## src/rtl/ratio_divider_pkg.sv

```systemverilog
// Shared constants for the ratio divider and its companion fractional multiplier.
package ratio_divider_pkg;

    // Result resolution shared by both blocks so their scaling always agrees.
    localparam int unsigned RD_DIVISOR_BITS = 7;
    localparam int unsigned RD_OPERAND_BITS = 16;
    localparam int unsigned RD_MAG_BITS     = RD_OPERAND_BITS + 1;
    localparam int unsigned RD_REM_BITS     = RD_OPERAND_BITS + 2;

endpackage

```

## src/rtl/ratio_divider_if.sv

```systemverilog
// Request/result bundle of the ratio divider.
interface ratio_divider_if
    import ratio_divider_pkg::*;
#(
    parameter int unsigned DIVISOR_BITS = RD_DIVISOR_BITS
);
    logic                               start;
    logic signed [RD_OPERAND_BITS-1:0]  numerator;
    logic signed [RD_OPERAND_BITS-1:0]  denominator;
    logic        [DIVISOR_BITS-1:0]     multiple;
    logic                               negative;
    logic                               saturated;
    logic                               div_zero;
    logic                               done;

    modport master (
        output start, numerator, denominator,
        input  multiple, negative, saturated, div_zero, done
    );

    modport slave (
        input  start, numerator, denominator,
        output multiple, negative, saturated, div_zero, done
    );
endinterface

```

## src/rtl/ratio_divider.sv

```systemverilog
// Sequential restoring divider returning floor(|num| * 2^DIVISOR_BITS / |den|),
// with saturation to all ones when the ratio reaches 1 or the divisor is zero.
module ratio_divider
    import ratio_divider_pkg::*;
#(
    parameter int unsigned DIVISOR_BITS = RD_DIVISOR_BITS
) (
    input  logic            clock,
    input  logic            reset,
    ratio_divider_if.slave  bus
);

    localparam int unsigned CNT_W = (DIVISOR_BITS > 1) ? $clog2(DIVISOR_BITS) : 1;

    typedef enum logic [1:0] {
        IDLE   = 2'd0,
        LOAD   = 2'd1,
        DIVIDE = 2'd2
    } state_e;

    state_e                    state_q, state_d;
    logic [RD_MAG_BITS-1:0]    num_mag_q, num_mag_d;
    logic [RD_MAG_BITS-1:0]    den_mag_q, den_mag_d;
    logic                      sign_q, sign_d;
    logic [RD_REM_BITS-1:0]    rem_q, rem_d;
    logic [DIVISOR_BITS-1:0]   quo_q, quo_d;
    logic [CNT_W-1:0]          cnt_q, cnt_d;
    logic [DIVISOR_BITS-1:0]   multiple_q, multiple_d;
    logic                      negative_q, negative_d;
    logic                      saturated_q, saturated_d;
    logic                      div_zero_q, div_zero_d;
    logic                      done_q, done_d;

    logic [RD_MAG_BITS-1:0]    num_ext, den_ext, num_abs, den_abs;
    logic [RD_REM_BITS-1:0]    rem_shift, den_wide;
    logic                      step_ge;
    logic [DIVISOR_BITS-1:0]   quo_next;

    // State and result registers.
    always_ff @(posedge clock) begin
        if (reset) begin
            state_q     <= IDLE;
            num_mag_q   <= '0;
            den_mag_q   <= '0;
            sign_q      <= 1'b0;
            rem_q       <= '0;
            quo_q       <= '0;
            cnt_q       <= '0;
            multiple_q  <= '0;
            negative_q  <= 1'b0;
            saturated_q <= 1'b0;
            div_zero_q  <= 1'b0;
            done_q      <= 1'b1;
        end else begin
            state_q     <= state_d;
            num_mag_q   <= num_mag_d;
            den_mag_q   <= den_mag_d;
            sign_q      <= sign_d;
            rem_q       <= rem_d;
            quo_q       <= quo_d;
            cnt_q       <= cnt_d;
            multiple_q  <= multiple_d;
            negative_q  <= negative_d;
            saturated_q <= saturated_d;
            div_zero_q  <= div_zero_d;
            done_q      <= done_d;
        end
    end

    // Next-state, datapath and result logic.
    always_comb begin
        state_d     = state_q;
        num_mag_d   = num_mag_q;
        den_mag_d   = den_mag_q;
        sign_d      = sign_q;
        rem_d       = rem_q;
        quo_d       = quo_q;
        cnt_d       = cnt_q;
        multiple_d  = multiple_q;
        negative_d  = negative_q;
        saturated_d = saturated_q;
        div_zero_d  = div_zero_q;
        done_d      = done_q;

        // Magnitudes carry an extra bit so that -32768 maps to +32768 exactly.
        num_ext   = {bus.numerator[RD_OPERAND_BITS-1], bus.numerator};
        den_ext   = {bus.denominator[RD_OPERAND_BITS-1], bus.denominator};
        num_abs   = num_ext[RD_MAG_BITS-1] ? (~num_ext + RD_MAG_BITS'(1)) : num_ext;
        den_abs   = den_ext[RD_MAG_BITS-1] ? (~den_ext + RD_MAG_BITS'(1)) : den_ext;

        rem_shift = rem_q << 1;
        den_wide  = {1'b0, den_mag_q};
        step_ge   = (rem_shift >= den_wide);
        quo_next  = (quo_q << 1) | DIVISOR_BITS'(step_ge);

        case (state_q)
            IDLE: begin
                if (bus.start) begin
                    state_d   = LOAD;
                    done_d    = 1'b0;
                    num_mag_d = num_abs;
                    den_mag_d = den_abs;
                    sign_d    = bus.numerator[RD_OPERAND_BITS-1] ^
                                bus.denominator[RD_OPERAND_BITS-1];
                end
            end
            LOAD: begin
                if (den_mag_q == '0) begin
                    state_d     = IDLE;
                    multiple_d  = '1;
                    negative_d  = sign_q;
                    saturated_d = 1'b1;
                    div_zero_d  = 1'b1;
                    done_d      = 1'b1;
                end else if (num_mag_q >= den_mag_q) begin
                    state_d     = IDLE;
                    multiple_d  = '1;
                    negative_d  = sign_q;
                    saturated_d = 1'b1;
                    div_zero_d  = 1'b0;
                    done_d      = 1'b1;
                end else begin
                    state_d = DIVIDE;
                    rem_d   = {1'b0, num_mag_q};
                    quo_d   = '0;
                    cnt_d   = '0;
                end
            end
            DIVIDE: begin
                rem_d = step_ge ? (rem_shift - den_wide) : rem_shift;
                quo_d = quo_next;
                cnt_d = cnt_q + CNT_W'(1);
                if (cnt_q == CNT_W'(DIVISOR_BITS - 1)) begin
                    state_d     = IDLE;
                    multiple_d  = quo_next;
                    negative_d  = sign_q && (quo_next != '0);
                    saturated_d = 1'b0;
                    div_zero_d  = 1'b0;
                    done_d      = 1'b1;
                end
            end
            default: begin
                state_d = IDLE;
                done_d  = 1'b1;
            end
        endcase
    end

    assign bus.multiple  = multiple_q;
    assign bus.negative  = negative_q;
    assign bus.saturated = saturated_q;
    assign bus.div_zero  = div_zero_q;
    assign bus.done      = done_q;

endmodule
```

## src/flat_wrapper.sv

```systemverilog
// flat-port wrapper written by rule: the top's interface ports become plain ports
module ratio_divider_flat import ratio_divider_pkg::*;
#(
    parameter int unsigned DIVISOR_BITS = RD_DIVISOR_BITS
)
  (clock, reset, bus_start, bus_numerator, bus_denominator, bus_multiple, bus_negative, bus_saturated, bus_div_zero, bus_done);
  ratio_divider_if #(.DIVISOR_BITS(DIVISOR_BITS)) bus_i ();
  input  logic clock;
  input  logic reset;
  input wire logic [$bits(bus_i.start)-1:0] bus_start;
  input wire logic [$bits(bus_i.numerator)-1:0] bus_numerator;
  input wire logic [$bits(bus_i.denominator)-1:0] bus_denominator;
  output wire logic [$bits(bus_i.multiple)-1:0] bus_multiple;
  output wire logic [$bits(bus_i.negative)-1:0] bus_negative;
  output wire logic [$bits(bus_i.saturated)-1:0] bus_saturated;
  output wire logic [$bits(bus_i.div_zero)-1:0] bus_div_zero;
  output wire logic [$bits(bus_i.done)-1:0] bus_done;
  assign bus_i.start = bus_start;
  assign bus_i.numerator = bus_numerator;
  assign bus_i.denominator = bus_denominator;
  assign bus_multiple = bus_i.multiple;
  assign bus_negative = bus_i.negative;
  assign bus_saturated = bus_i.saturated;
  assign bus_div_zero = bus_i.div_zero;
  assign bus_done = bus_i.done;
  ratio_divider #(.DIVISOR_BITS(DIVISOR_BITS)) u_core (.clock(clock), .reset(reset), .bus(bus_i));
endmodule
```

## config.mk

```make
export PLATFORM = sky130hd
export DESIGN_NAME = ratio_divider_flat
export DESIGN_NICKNAME = d
export VERILOG_FILES = /design/src/rtl/ratio_divider_pkg.sv /design/src/rtl/ratio_divider_if.sv /design/src/rtl/ratio_divider.sv /design/src/flat_wrapper.sv
export SDC_FILE = /design/constraint.sdc
export NUM_CORES = 1
export LEC_CHECK = 0
export ABC_CLOCK_PERIOD_IN_PS = 2800
export CAP_MARGIN = 20
export CORE_MARGIN = 3
export CORE_UTILIZATION = 45
export CTS_CLUSTER_SIZE = 24
export DETAILED_ROUTE_END_ITERATION = 7
export PLACE_DENSITY = 0.76
export SYNTH_ARGS = -nofsm -noshare
export SYNTH_HDL_FRONTEND = slang
export SYNTH_SLANG_ARGS = --single-unit
```

## constraint.sdc

```tcl
create_clock -name clock -period 2.8 [get_ports clock]
set_input_delay 0.42 -clock clock [delete_from_list [all_inputs] [get_ports clock]]
set_output_delay 0.42 -clock clock [all_outputs]
set_load 0.01 [all_outputs]
```

Yosys cells after proc, flatten, opt, wreduce, memory -nomap -nowiden
Cells that the tools add are included.
- bits in registers: 74
- latch bits: 0
- RAM bits: 0
- bits in read-only memories: 0
- input bits: 35
- word-level logic and storage cells: 75
- memories kept: 0
- add/subtract/negate cells: 4
- multipliers: 0
- div/mod/pow operators: 0
- order comparisons: 2
- equal/unequal tests: 8
- shift-type cells: 0
- muxes and demuxes: 35
- bitwise operators: 4
- reductions and logical operators: 10
- operator list (kind ; count):
    2-to-1 mux 17 bit ; 5
    adder 17 x 1 -> 17 bit (second input constant) ; 2
    inverter 17 bit ; 2
    one-hot mux 17 bit (2 select lines) ; 1
    2-to-1 mux 7 bit ; 3
    >= comparator 18 x 17 -> 1 bit ; 1
    >= comparator 17 bit ; 1
    zero test 17 bit ; 1
    subtractor 17 bit ; 1
    one-hot mux 7 bit (2 select lines) ; 1
    2-to-1 mux 6 bit ; 2
    one-hot mux 6 bit (2 select lines) ; 1
    2-to-1 mux 1 bit ; 10
    AND reduction 3 bit ; 3
    2-to-1 mux 2 bit ; 4
    OR 7 x 1 -> 7 bit ; 1
    nonzero test 7 bit ; 1
    2-to-1 mux 3 bit ; 2
    != test 2 bit (second input constant) ; 3
    one-hot mux 1 bit (2 select lines) ; 3
    one-hot mux 2 bit (3 select lines) ; 1
    one-hot mux 3 bit (2 select lines) ; 1
    AND reduction 2 bit ; 2
    adder 3 x 1 -> 3 bit (second input constant) ; 1
    other kinds (10) ; 10

Depth between registers and ports, before layout
- word-level depth: 6
- gate-level depth with buffers: 12

Worst setup path before layout
OpenSTA, ideal clock, no wires.
- kind: reg-to-reg
- start point: register u_core.den_mag_q[9]
- end point: register u_core.rem_q[2]
- setup time: 58 ps
- arrival: 2724 ps
- data required time: 2742 ps
- setup slack: 17 ps
- stages on the path, launching flop included: 12
- path buffers: 1
- clock period less this slack: 2783 ps
- cells stage by stage: dfxtp_1 inv_1 ha_1 nand2_2 or3_1 or4_1 o211ai_1 a41oi_1 buf_6 mux2i_1 a2111oi_0 a31o_2
- word-level cells in the longest chain between the ends: 3
- elaborated cells on any way between the ends: 8
- RTL lines (what ; RTL line ; RTL):
    start: declaration ; ratio_divider.sv:23 ; logic [RD_MAG_BITS-1:0] den_mag_q, den_mag_d;
    start signal: assignment ; ratio_divider.sv:57 ; den_mag_q <= den_mag_d;
    >= comparator 18 x 17 -> 1 bit (tied with other cells) ; ratio_divider.sv:93 ; step_ge = (rem_shift >= den_wide);
    2-to-1 mux 17 bit or != test 2 bit (tied branches) ; n/a ;
    one-hot mux 17 bit (2 select lines) or AND reduction 3 bit (tied branches) ; n/a ;
    end signal: assignment ; ratio_divider.sv:59 ; rem_q <= rem_d;
    end: declaration ; ratio_divider.sv:25 ; logic [RD_REM_BITS-1:0] rem_q, rem_d;
Several ways; a longest one is shown, not always the timed one.
A chain may end at the register's enable or synchronous reset.

Worst setup path after layout
- start point: register u_core.rem_q[0]
- end point: register u_core.rem_q[11]
- word-level cells in the longest chain between the ends: 3
- elaborated cells on any way between the ends: 4
- RTL lines (what ; RTL line ; RTL):
    subtractor 17 bit or >= comparator 18 x 17 -> 1 bit (tied branches) ; ratio_divider.sv:130, ratio_divider.sv:93 ;
    2-to-1 mux 17 bit (*) ; ratio_divider.sv:130 ; rem_d = step_ge ? (rem_shift - den_wide) : rem_shift;
    one-hot mux 17 bit (2 select lines) (*) ; ratio_divider.sv:96 ; case (state_q)
Mark *: on every way between the ends. The rest lies on a longest branch, timed or not.

==> results.py <==
metrics = {
    "timing": {
        "hold_violations": 0,
        "post-route-min-period_ns": 2.838,
        "achievable-frequency_mhz": 352.3,
        "setup_ws_final_ns": -0.03815,
        "timing.slew.headroom_pct": 57.22,
        "timing_worst_slew_pin_value_ns": 0.6397,
        "finalSetupViolCount": 3,
        "setup_repair_after_global_routing_missed_its_margin": "true",
        "timing.setup.tns_ns": -0.07280,
        "clock-skew-final_ns": 0.007655,
        "slew_violations": 0,
        "layout_worst_path_cycle_share_pct": 101.4,
    },
    "yosys": {
        "postSynthRegisterBits": 74,
        "synth_enable_flop_cells": 0,
        "synthAdderAreaFrac_pct": 10.82,
        "ys_dominant_reg_cell": "sky130_fd_sc_hd__dfxtp_1",
        "postSynthNetCount": 682,
        "syn_inst": 605,
        "post_synth_mux_area_share_pct": 2.642,
        "synth_xor_area_share_pct": 6.579,
        "ys.warnings.count": 0,
        "synth_area_um2": 4926,
        "synth_top_family_by_area": "compound AO/OA/AOI/OAI gates",
        "area_fraction_in_compound_gates_after_synthesis_pct": 25.86,
        "synth_cell_type_count": 64,
        "avgSynthCellArea_um2": 8.142,
        "seq_area_frac_synth_pct": 30.07,
        "ys_async_sr_fraction_pct": 0,
        "synth-simple-area-share_pct": 18.26,
    },
    "global_routing": {
        "first_global_vias": 4634,
        "antenna_found_initial": 0,
        "globalRoute.totalOverflow": 0,
        "grt_pass1_wl_um": 22680,
        "grt_use_total_pct": 22.21,
        "grt_start_max_net_pins": 60,
    },
    "setup_path": {
        "critical_path_endpoint_category": "register",
        "critPathArrivalTime_ns": 3.14,
        "startpoint_type": "register",
        "worstSetupPathType": "reg2reg",
        "crit_path_max_fanout": 3,
        "cp_data_required_time_ns": 3.11,
    },
    "place": {
        "gp_routability_congestion": 0.8535,
        "detailedPlacementHpwl_um": 10260,
        "place.port_buffers": 45,
        "pre_cts_slack_ns": -0.1964,
        "place.detailed.instances": 823,
    },
    "route": {
        "via_per_inst": 5.906,
        "firstDrtPassIters": 5,
        "ant_nets": 0,
        "drtIter0Drc": 486,
        "num_vias": 4973,
        "final_wirelength_um": 14650,
        "wire_per_inst_um": 17.40,
        "drc": 0,
    },
    "cells_and_area": {
        "drive_gt1_share_pct": 22.66,
        "area_delta_synth_final_pct": 33.35,
        "nets": 778,
        "antenna_cells": 0,
        "final_cell_count_no_fill": 842,
        "filler_cell_count": 866,
    },
    "power_and_ir_drop": {
        "total_switching_power_mw": 1.746,
        "power-per-cell-area_nw_per_um2": 701.3,
        "switching_share_pct": 37.91,
        "combinationalPowerShare_pct": 52.3,
        "clockPowerShare_pct": 20.0,
        "power_report.internal_total_mw": 2.860,
        "leakage_nw": 2.615,
        "p_seq_share_pct": 27.7,
        "vdd.ir_drop.worst_v": 0.0004894,
    },
    "floorplan": {
        "initial_core_util_pct": 47.08,
        "design.die.area_um2": 12240,
        "rows": 37,
        "coreArea_um2": 10460,
        "die_y_um": 110.6,
        "floorplan.io_pins": 46,
        "floorplan.die.width_um": 110.6,
    },
    "cts": {
        "worst_setup_hold_path_clk_slew_ns": 0.08,
        "tritoncts": "built",
        "worst_skew_pair.late_latency_ns": 0.36,
        "clk_path_buf_depth": 2,
        "cts_made_buffers": 9,
        "h-tree-depth": 3,
        "cts_num_sinks": 74,
        "cts_root_buffer": "sky130_fd_sc_hd__clkbuf_8",
    },
    "run_status": {
        "failing_checks": "negative setup slack",
        "result_of_the_run": "finished, violations left",
    },
    "flow_run": {
        "drv.max_cap_violation_count": 0,
    },
    "min_path": {
        "worst_min_path_class": "reg2reg",
    },
}
==> per-layer routing <==
metal  global-route usage [%]  vias up  share of wire (%)
met1                    29.38     2349                 44
met2                    36.69      190                 49
met4                    7.635        0                2.2
li1                         -     2408                  -
met5                        0        -                  0
met3                    3.616       26                4.8
==> cell families after synthesis <==
group                      count (synthesis)
xor gates and xnor gates                  37
AOI/OAI and AO/OA                        179
buffers and inverters                     71
DFF                                       74
and+or+nand+nor                          189
muxes                                     13
adders and majority gates                 42
==> cell usage after synthesis (5+ instances only) <==
cell / number / share of area (%)
sky130_fd_sc_hd__nor2_1: 68 / 5.2
sky130_fd_sc_hd__nand3_1: 10 / 1.0
sky130_fd_sc_hd__nor4_1: 8 / 1.0
sky130_fd_sc_hd__mux2i_1: 13 / 2.6
sky130_fd_sc_hd__a21oi_1: 36 / 3.7
sky130_fd_sc_hd__o31ai_1: 8 / 1.2
sky130_fd_sc_hd__or2_2: 7 / 0.89
sky130_fd_sc_hd__nand2_1: 41 / 3.1
sky130_fd_sc_hd__inv_1: 39 / 3.0
sky130_fd_sc_hd__ha_1: 41 / 10
sky130_fd_sc_hd__xor2_1: 28 / 5.0
sky130_fd_sc_hd__a31o_2: 8 / 1.4
sky130_fd_sc_hd__nand2b_1: 10 / 1.3
sky130_fd_sc_hd__and2_1: 5 / 0.64
sky130_fd_sc_hd__nor3_1: 13 / 1.3
sky130_fd_sc_hd__or3_1: 5 / 0.64
sky130_fd_sc_hd__buf_1: 8 / 0.61
sky130_fd_sc_hd__a211oi_1: 32 / 4.9
sky130_fd_sc_hd__o21ai_0: 26 / 2.6
sky130_fd_sc_hd__a2111oi_0: 8 / 1.4
sky130_fd_sc_hd__dfxtp_1: 74 / 30
sky130_fd_sc_hd__o41ai_1: 5 / 0.89
sky130_fd_sc_hd__a311oi_1: 7 / 1.2
sky130_fd_sc_hd__xnor2_1: 9 / 1.6
sky130_fd_sc_hd__clkbuf_1: 20 / 1.5
sky130_fd_sc_hd__a21o_1: 8 / 1.2
sky130_fd_sc_hd__o21a_1: 6 / 0.91
==> cell usage in the layout, fill, tap and decap left out, types with 11 or more instances in the layout <==
master,count
sky130_fd_sc_hd__a211oi_1,32
sky130_fd_sc_hd__a21oi_1,34
sky130_fd_sc_hd__buf_4,65
sky130_fd_sc_hd__clkdlybuf4s50_1,44
sky130_fd_sc_hd__dfxtp_1,66
sky130_fd_sc_hd__ha_1,30
sky130_fd_sc_hd__ha_4,11
sky130_fd_sc_hd__inv_1,29
sky130_fd_sc_hd__mux2i_1,12
sky130_fd_sc_hd__nand2_1,40
sky130_fd_sc_hd__nor2_1,68
sky130_fd_sc_hd__nor3_1,13
sky130_fd_sc_hd__o21ai_0,24
sky130_fd_sc_hd__xor2_1,28
==> path summary, 6_finish.rpt <==
path                                            to  cells after the start  slack (ns)                             start
setup / recovery     u_core.rem_q[11]$_SDFFE_PP0P_                     12       -0.04      u_core.rem_q[0]$_SDFFE_PP0P_
hold / removal    u_core.num_mag_q[0]$_SDFFE_PP0P_                      2        0.46  u_core.num_mag_q[0]$_SDFFE_PP0P_
hold reg to reg   u_core.num_mag_q[0]$_SDFFE_PP0P_                      2        0.46  u_core.num_mag_q[0]$_SDFFE_PP0P_
setup reg to reg     u_core.rem_q[11]$_SDFFE_PP0P_                     12       -0.04      u_core.rem_q[0]$_SDFFE_PP0P_
==> power groups by stage <==
stage | sequential [mW] | clock (mW) | combinational (mW)
3_3_place_gp | 1.27 | 0 | 1.89
5_1_grt | 1.29 | 0.973 | 2.59
3_5_place_dp | 1.28 | 0 | 1.93
4_1_cts | 1.26 | 0.927 | 2.09
6_report | 1.28 | 0.921 | 2.41
2_1_floorplan | 1.28 | 0 | 1.23
==> registers in the layout (all words and copies together), names as in the netlist <==
register / cells
u_core.den_mag_q: 17
u_core.num_mag_q: 17
u_core.rem_q: 17
u_core.bus.multiple: 7
u_core.quo_q: 6
u_core.cnt_q: 3
u_core.state_q: 2
u_core.bus.div_zero: 1
u_core.bus.done: 1
u_core.bus.negative: 1
u_core.bus.saturated: 1
u_core.sign_q: 1
==> timing repair <==
action,in CTS,in global routing
endpoints found under the setup margin,11,32
pin swaps,12,12
hold endpoints to repair,0,0
gates cloned,1,1
resized for setup,23,49
buffers inserted,1,0
hold buffers,0,0
==> layout make-up <==
class	instances	area [µm²]	area share, %
clock buffer	9	123.9	1.886
clock inverter	7	93.84	1.429
inverter	39	146.4	2.229
multi-input combinational	460	3475	52.90
sequential	74	1494	22.74
tap	136	170.2	2.590
timing repair buffer	117	1066	16.23
==> worst max-delay path, cell delays in order (launching register included) <==
cell,delay (ns)
sky130_fd_sc_hd__dfxtp_1,0.34
sky130_fd_sc_hd__inv_1,0.07
sky130_fd_sc_hd__fa_1,0.45
sky130_fd_sc_hd__nand2b_4,0.18
sky130_fd_sc_hd__a21oi_4,0.18
sky130_fd_sc_hd__o41ai_2,0.08
sky130_fd_sc_hd__buf_4,0.14
sky130_fd_sc_hd__o211ai_1,0.18
sky130_fd_sc_hd__a41oi_2,0.24
sky130_fd_sc_hd__buf_6,0.22
sky130_fd_sc_hd__mux2i_4,0.19
sky130_fd_sc_hd__a2111oi_4,0.33
sky130_fd_sc_hd__a31o_2,0.17
==> stage by stage <==
step	power [mW]	instance area, µm²	hold slack [ns]	util [%]
floorplan	2.503	4926	0.4262	-
global placement	3.160	5962	0.4444	56.98
detailed placement	3.209	5962	0.4491	56.98
CTS	4.276	6314	0.4603	60.34
global route	4.853	6569	0.4899	62.78
finish	4.607	6569	0.4560	62.78
No activity file was read; power rests on OpenSTA's default activity.
